[config.mk]
export PLATFORM = sky130hd
export DESIGN_NAME = fp_mul_result_fifo
export DESIGN_NICKNAME = d
export VERILOG_FILES = /design/src/rtl/fp_mul_result_fifo.sv
export SDC_FILE = /design/constraint.sdc
export NUM_CORES = 1
export LEC_CHECK = 0
export ABC_AREA = 1
export CAP_MARGIN = 10
export CORE_MARGIN = 2
export CORE_UTILIZATION = 49
export DETAILED_ROUTE_END_ITERATION = 10
export GPL_TIMING_DRIVEN = 0
export MAX_ROUTING_LAYER = met4
export PLACE_DENSITY = 0.76
export SYNTH_ARGS = -nofsm -noshare
export SYNTH_HDL_FRONTEND = slang
export SYNTH_SLANG_ARGS = --single-unit
[constraint.sdc]
create_clock -name clk -period 2.87 [get_ports clk]
set_clock_uncertainty 0.15 [all_clocks]
set_input_delay 0.4305 -clock clk [delete_from_list [all_inputs] [get_ports clk]]
set_output_delay 0.4305 -clock clk [all_outputs]
set_load 0.02 [all_outputs]
[src/rtl/fp_mul_result_fifo.sv]
// fp_mul_result_fifo: result buffer behind the single-precision FP multiplier.
// Entries of {oflow, uflow, product} are held in a first-word-fall-through FIFO.
// Two saturating counters record how many accepted results raised underflow or overflow.
//
// Handshake: a transfer happens on a rising edge where valid and ready are both high.
// in_ready and out_valid come only from stored state and never from in_valid or out_ready.
// While in_valid=1 and in_ready=0 the producer keeps its payload stable. This block does
// not check that rule.
module fp_mul_result_fifo #(
  parameter int DEPTH = 4,
  parameter int CNT_W = 16
) (
  input  logic                       clk,
  input  logic                       rst_n,
  input  logic                       in_valid,
  input  logic [31:0]                in_prod,
  input  logic                       in_uflow,
  input  logic                       in_oflow,
  output logic                       in_ready,
  output logic                       out_valid,
  output logic [31:0]                out_prod,
  output logic [1:0]                 out_flags,
  input  logic                       out_ready,
  output logic [$clog2(DEPTH):0]     level,
  input  logic                       clr_cnt,
  output logic [CNT_W-1:0]           uflow_cnt,
  output logic [CNT_W-1:0]           oflow_cnt
);

  localparam int PTR_W = $clog2(DEPTH);
  localparam int LVL_W = PTR_W + 1;

  // Each entry is {oflow, uflow, product} and is stored exactly as received.
  logic [33:0]      mem_q [DEPTH];

  logic [PTR_W-1:0] wr_ptr_q, wr_ptr_d;
  logic [PTR_W-1:0] rd_ptr_q, rd_ptr_d;
  logic [LVL_W-1:0] level_q, level_d;
  logic [CNT_W-1:0] uflow_cnt_q, uflow_cnt_d;
  logic [CNT_W-1:0] oflow_cnt_q, oflow_cnt_d;
  logic             push, pop;

  // Status depends only on the level counter. The head entry is read straight from storage.
  always_comb begin
    in_ready  = (level_q != LVL_W'(DEPTH));
    out_valid = (level_q != '0);
    push      = in_valid & in_ready;
    pop       = out_valid & out_ready;
    out_prod  = mem_q[rd_ptr_q][31:0];
    out_flags = mem_q[rd_ptr_q][33:32];
    level     = level_q;
    uflow_cnt = uflow_cnt_q;
    oflow_cnt = oflow_cnt_q;
  end

  // Next-state logic for the pointers (which wrap modulo DEPTH), the level and the counters.
  always_comb begin
    wr_ptr_d    = wr_ptr_q;
    rd_ptr_d    = rd_ptr_q;
    level_d     = level_q;
    uflow_cnt_d = clr_cnt ? '0 : uflow_cnt_q;
    oflow_cnt_d = clr_cnt ? '0 : oflow_cnt_q;
    if (push) wr_ptr_d = wr_ptr_q + PTR_W'(1);
    if (pop)  rd_ptr_d = rd_ptr_q + PTR_W'(1);
    case ({push, pop})
      2'b10:   level_d = level_q + LVL_W'(1);
      2'b01:   level_d = level_q - LVL_W'(1);
      default: level_d = level_q;
    endcase
    // A clear never drops a push that arrives in the same cycle. Counters hold at all-ones.
    if (push && in_uflow && (uflow_cnt_d != '1)) uflow_cnt_d = uflow_cnt_d + CNT_W'(1);
    if (push && in_oflow && (oflow_cnt_d != '1)) oflow_cnt_d = oflow_cnt_d + CNT_W'(1);
  end

  // Control state registers with synchronous active-low reset.
  always_ff @(posedge clk) begin
    if (!rst_n) begin
      wr_ptr_q    <= '0;
      rd_ptr_q    <= '0;
      level_q     <= '0;
      uflow_cnt_q <= '0;
      oflow_cnt_q <= '0;
    end else begin
      wr_ptr_q    <= wr_ptr_d;
      rd_ptr_q    <= rd_ptr_d;
      level_q     <= level_d;
      uflow_cnt_q <= uflow_cnt_d;
      oflow_cnt_q <= oflow_cnt_d;
    end
  end

  // Storage write on push. The data array is intentionally not reset.
  always_ff @(posedge clk) begin
    if (push) mem_q[wr_ptr_q] <= {in_oflow, in_uflow, in_prod};
  end

endmodule

Word level (Yosys, flattened, before mapping)
Memories as Yosys holds them, arrays and structs flattened. A register that Yosys moved wholly into a read port is not among the register bits.
Cells that the tools add are included.
{"block": "totals", "register_bits": 39, "ramBits": 136, "in_bits": 39, "output_inout_bits": 71, "elab_cells": 34, "n_memories": 1}
{"block": "classes", "add_sub_neg": 6, "n_eq_ne": 5, "n_mux": 9, "n_bitwise": 2, "n_reduce_logical": 6}
{"memory": "mem_q", "words": 4, "word_bits": 34, "read_ports": 1, "rd_ports_with_merged_regs": 1, "wr": 1, "line_no": "34", "rtl": "logic [33:0] mem_q [DEPTH];"}
{"operator": "$mux W16", "count": 4}
{"operator": "$add A16 B1 Y16 const B", "count": 2}
{"operator": "$ne A16 B16 Y1 const B", "count": 2}
{"operator": "$pmux W3 S2", "count": 1}
{"operator": "$add A2 B1 Y2 const B", "count": 2}
{"operator": "$logic_and A1 B1 Y1", "count": 4}
{"operator": "$mux W2", "count": 2}
{"operator": "$add A3 B1 Y3 const B", "count": 1}
{"operator": "$ne A3 B3 Y1 const B", "count": 1}
{"operator": "$reduce_bool A3 Y1", "count": 1}
{"operator": "$sub A3 B1 Y3 const B", "count": 1}
{"operator": "$and A1 B1 Y1", "count": 2}
{"operator": "$eq A2 B1 Y1 const B", "count": 1}
{"operator": "$eq A2 B2 Y1 const B", "count": 1}
{"operator": "$mux W1", "count": 2}
{"operator": "$reduce_bool A2 Y1", "count": 1}

Logic depth before layout (Yosys ltp)
{"block": "depth", "ltp_word": 5, "depth_mapped": 16, "depth_no_buf": 14}

Worst setup path before layout
OpenSTA, ideal clock, no wires.
{"block": "synth_path", "kind": "reg-to-reg", "start": "register level_q[1], in the netlist level[1]", "end": "memory mem_q[0][0], enable pin", "setup_time_ps": 425, "t_arrival_ps": 2390, "required_ps": 2295, "path_slack_ps": -95, "stages_incl_launch_ff": 5, "path_buffers": 0, "period_less_slack_ps": 2965, "cell_sequence": "dfxtp_1 > inv_1 > nand3_2 > nand2_1 > nor2_1"}
{"block": "synth_via", "elab_chain_cells": 4}
{"element": "start, declared", "line_no": "38", "rtl": "logic [LVL_W-1:0] level_q, level_d;"}
{"element": "start signal, assigned", "line_no": "86", "rtl": "level_q <= level_d;"}
{"element": "$ne A3 B3 Y1", "line_no": "45", "rtl": "in_ready = (level_q != LVL_W'(DEPTH));"}
{"element": "net in_ready", "line_no": "19", "rtl": "output logic in_ready,"}
{"element": "$and A1 B1 Y1", "line_no": "47", "rtl": "push = in_valid & in_ready;"}
{"element": "$mux W1", "line_no": "94", "rtl": "if (push) mem_q[wr_ptr_q] <= {in_oflow, in_uflow, in_prod};"}
{"element": "$mux W1 (implied by the code)", "line_no": "94"}
{"element": "end, declared", "line_no": "34"}
The timed path passes the listed nets, and every way through them passes these cells.

==> metrics.txt <==
via count of the first global-routing pass approximately 5500; height of the chip 129 um; Critical Path Stages 5; total clock sinks about 180; type of the worst setup path reg2out; sum of negative setup slack 0 ns; CTS root buf sky130_fd_sc_hd__clkbuf_16; synthesized netlist net count 800; vias after detailed routing just under 6000; Hold Path Cell Cnt 2; die outline width 129 um; Critical Path Source Type register; initial antenna violation count 0; max-cap violation count 0; clock latency reported for the late side of the worst-skew pair 0.43 ns; level count of the clock H-tree 4; category of the worst setup path capture point output pin; final standard cell utilization of the core 0.638; CP cell instances inv_1 > clkbuf_2 > nor2_1 > o22ai_1 > clkdlybuf4s50_1; clock transition time at the flip-flop clock pins of the worst setup and hold paths 0.07 ns; clock tree from TritonCTS done; minimum setup slack among reg-to-reg paths 0.45 ns; Yosys warning total 0; FF+latch count, synth around 180; count of pins over their slew limit 0; port buffer count 109; IO Pins 110; ratio of total power to cell area about 750 mW/mm^2; sequential cell area 0.00491 sq mm; routed len/inst 16.5 um; top post-synthesis cells by area sky130_fd_sc_hd__edfxtp_1, sky130_fd_sc_hd__dfxtp_1, sky130_fd_sc_hd__nor2_1; post-synthesis cell type count 35; type of the worst min-delay path reg2reg; number of hold violations in the final report 0; standard-cell rows 45; CORE AREA between 0.015 and 0.02 sq mm; Crit path max-delay family buffers and inverters; area of the die 0.0166 sq mm; highest achievable clock rate around 360 MHz; Leakage Power 0.00363 uW; transition time at the pin with the least slew margin 0.552 ns; area share of the largest cell type after synthesis 0.535; total routed wirelength 17800 um; Critical Path Max Stage Delay 0.64 ns; Period Utilization, post-route 0.957; Bufs and invs on worst path 3; antenna violation net count after detailed routing 0; cell accounting for the most synthesized area sky130_fd_sc_hd__edfxtp_1; number of fill cells in the layout 1196; largest net degree at the start of global routing 30; overall track demand over capacity in global routing 0.228; number of nets in the final layout 930; count of mapped cells out of synthesis 753; number of post-CTS setup repair buffers 0; data required time of the worst path about 2.3 ns; Slew Limit Headroom 0.632; end of the worst register-to-register path level[2]$_SDFFE_PN0P_; proportion of synthesized chip area in sequential cells 0.643; setup violators final 0; antenna diode instance count 0; Synth-to-Final Area Change 27.0%; shortest clock period the worst path allows after layout approximately 2.7 ns; Worst Path Arrival 2.17 ns; critical path fanouts, max 10; area of combinational cells with multiple inputs 0.00236 sq mm; average size of a mapped cell 10.1 sq um; critical-path cell with the highest stage delay sky130_fd_sc_hd__clkdlybuf4s50_1; ratio of cells with drive above 1 in the final layout 0.112; Starting DRT DRC Count roughly 470; Max Buffers Root-to-Sink 2; vias per cell 5.39; cell area after synthesis 0.00763 sq mm; HPWL reported at the end of detailed placement 11500 um; GR Overflow Total 0; worst-case reg-to-reg path depth 10; largest voltage drop on the vdd net 438 uV; worst flop-to-flop path startpoint level[0]$_SDFFE_PN0P_; Setup crit end out_prod[12]; DRT Pass-1 Iters 4; starting density of the core 0.502; Routability Congestion around 0.87; Residual DRC 0; global-route wire length before repair 27800 um; TritonCTS buffer count 17; outcome complete, no violations
## how the worst min path moves through the flow
stage	start	endpoint	slack (ns)
floorplan	rd_ptr_q[1]$_SDFFE_PN0P_	register	0.29
global placement	rd_ptr_q[1]$_SDFFE_PN0P_	rd_ptr_q[1]$_SDFFE_PN0P_	0.30
detailed placement	rd_ptr_q[1]$_SDFFE_PN0P_	rd_ptr_q[1]$_SDFFE_PN0P_	0.31
CTS	rd_ptr_q[1]$_SDFFE_PN0P_	register	0.32
global route	rd_ptr_q[1]$_SDFFE_PN0P_	register	0.35
finish	rd_ptr_q[1]$_SDFFE_PN0P_	register	0.31
## report_power, final
| part | leakage [uW] | switching, uW | internal, uW |
|---|---|---|---|
| clock | 0.000282 | 1030 | 1230 |
| combinational | 0.00176 | 1230 | 734 |
| sequential | 0.00158 | 71.6 | 2990 |
| total | 0.00363 | 2340 | 4950 |
## cells in the final DEF, fill, tap and decap left out, types with 7 or more instances in the layout
cell                                n
sky130_fd_sc_hd__a21oi_1           30
sky130_fd_sc_hd__clkbuf_16         17
sky130_fd_sc_hd__clkbuf_2          13
sky130_fd_sc_hd__clkdlybuf4s50_1   84
sky130_fd_sc_hd__dfxtp_1           40
sky130_fd_sc_hd__dlygate4sd2_1     10
sky130_fd_sc_hd__dlymetal6s2s_1    15
sky130_fd_sc_hd__edfxtp_1         136
sky130_fd_sc_hd__ha_1               7
sky130_fd_sc_hd__inv_1             61
sky130_fd_sc_hd__nand2_1           94
sky130_fd_sc_hd__nand3_1           35
sky130_fd_sc_hd__nand3_2            8
sky130_fd_sc_hd__nor2_1           150
sky130_fd_sc_hd__nor2_2            11
sky130_fd_sc_hd__o21ai_0           77
sky130_fd_sc_hd__o22ai_1           34
## registers in the layout (all words and copies together) (netlist names), named ones only
register	count
oflow_cnt	16
uflow_cnt	16
mem_q	136
level	3
wr_ptr_q	2
rd_ptr_q	2
## through the flow
| step | worst slack [ns] | hold WS, ns | cells | total power (uW) | cell area, sq um |
|---|---|---|---|---|---|
| global placement | -1.38 | 0.303 | 1050 | 5050 | 8950 |
| detailed placement | -0.377 | 0.310 | 1054 | 5110 | 9060 |
| finish | 0.124 | 0.314 | 1084 | 7280 | 9690 |
| floorplan | -0.0950 | 0.286 | 753 | 4160 | 7630 |
| global route | -0.000444 | 0.350 | 1084 | 7580 | 9690 |
| CTS | -0.195 | 0.322 | 1085 | 7320 | 9640 |
## layout make-up
class                           instances  area share
Sequential cell                       177       0.506
Clock buffer                           18      0.0443
Multi-Input combinational cell        479       0.243
Timing Repair Buffer                  113       0.123
Tap cell                              188      0.0243
Inverter                               68      0.0266
Clock inverter                         14      0.0151
Buffer                                 27      0.0168
## synthesized netlist by cell type
library cell	n
sky130_fd_sc_hd__a21oi_1	30
sky130_fd_sc_hd__buf_1	1
sky130_fd_sc_hd__nor3b_1	1
sky130_fd_sc_hd__dfxtp_1	41
sky130_fd_sc_hd__o21ai_0	77
sky130_fd_sc_hd__nor3_1	2
sky130_fd_sc_hd__buf_2	2
sky130_fd_sc_hd__nand3_1	35
sky130_fd_sc_hd__o21ai_1	3
sky130_fd_sc_hd__o22ai_1	34
sky130_fd_sc_hd__nor2_1	154
sky130_fd_sc_hd__clkbuf_1	22
sky130_fd_sc_hd__nor2_4	2
sky130_fd_sc_hd__or2_1	1
sky130_fd_sc_hd__inv_2	4
sky130_fd_sc_hd__nand4_2	1
sky130_fd_sc_hd__inv_1	62
sky130_fd_sc_hd__xor2_1	4
sky130_fd_sc_hd__buf_8	1
sky130_fd_sc_hd__nand3b_1	1
sky130_fd_sc_hd__nor2_2	11
sky130_fd_sc_hd__fa_1	1
sky130_fd_sc_hd__inv_4	1
sky130_fd_sc_hd__nand2_1	94
sky130_fd_sc_hd__ha_1	7
sky130_fd_sc_hd__clkinv_1	1
sky130_fd_sc_hd__edfxtp_1	136
sky130_fd_sc_hd__nand3_2	8
sky130_fd_sc_hd__buf_4	2
sky130_fd_sc_hd__nand4_4	1
sky130_fd_sc_hd__nand4_1	4
sky130_fd_sc_hd__xnor2_1	1
sky130_fd_sc_hd__o21ai_2	1
sky130_fd_sc_hd__nand2_2	6
sky130_fd_sc_hd__buf_6	1
## cell families after synthesis
group,share of synthesized area
buffers and inverters,0.0518
flip-flops,0.643
AO/OA/AOI/OAI,0.101
adder cells (fa/ha/maj),0.0141
AND/OR/NAND/NOR,0.184
XOR/XNOR,0.00574
## metal layers
| metal | track usage | part of all wire | vias up |
|---|---|---|---|
| met3 | 0.0545 | 0.064 | 33 |
| met4 | 0.0870 | 0.021 | 0 |
| met2 | 0.374 | 0.49 | 215 |
| li1 | - | - | 2844 |
| met1 | 0.273 | 0.43 | 2754 |
| met5 | - | 0 | - |
## tightest hold or removal path, stage by stage (launching register included)
cell	delay (ns)
sky130_fd_sc_hd__dfxtp_1	0.30
sky130_fd_sc_hd__inv_1	0.06
sky130_fd_sc_hd__a21oi_1	0.07
## what timing repair did
item                       CTS  global route
gates resized for setup     22            41
hold buffers                 0             0
setup endpoints to repair   34            35
No activity file was read; power rests on OpenSTA's default activity.
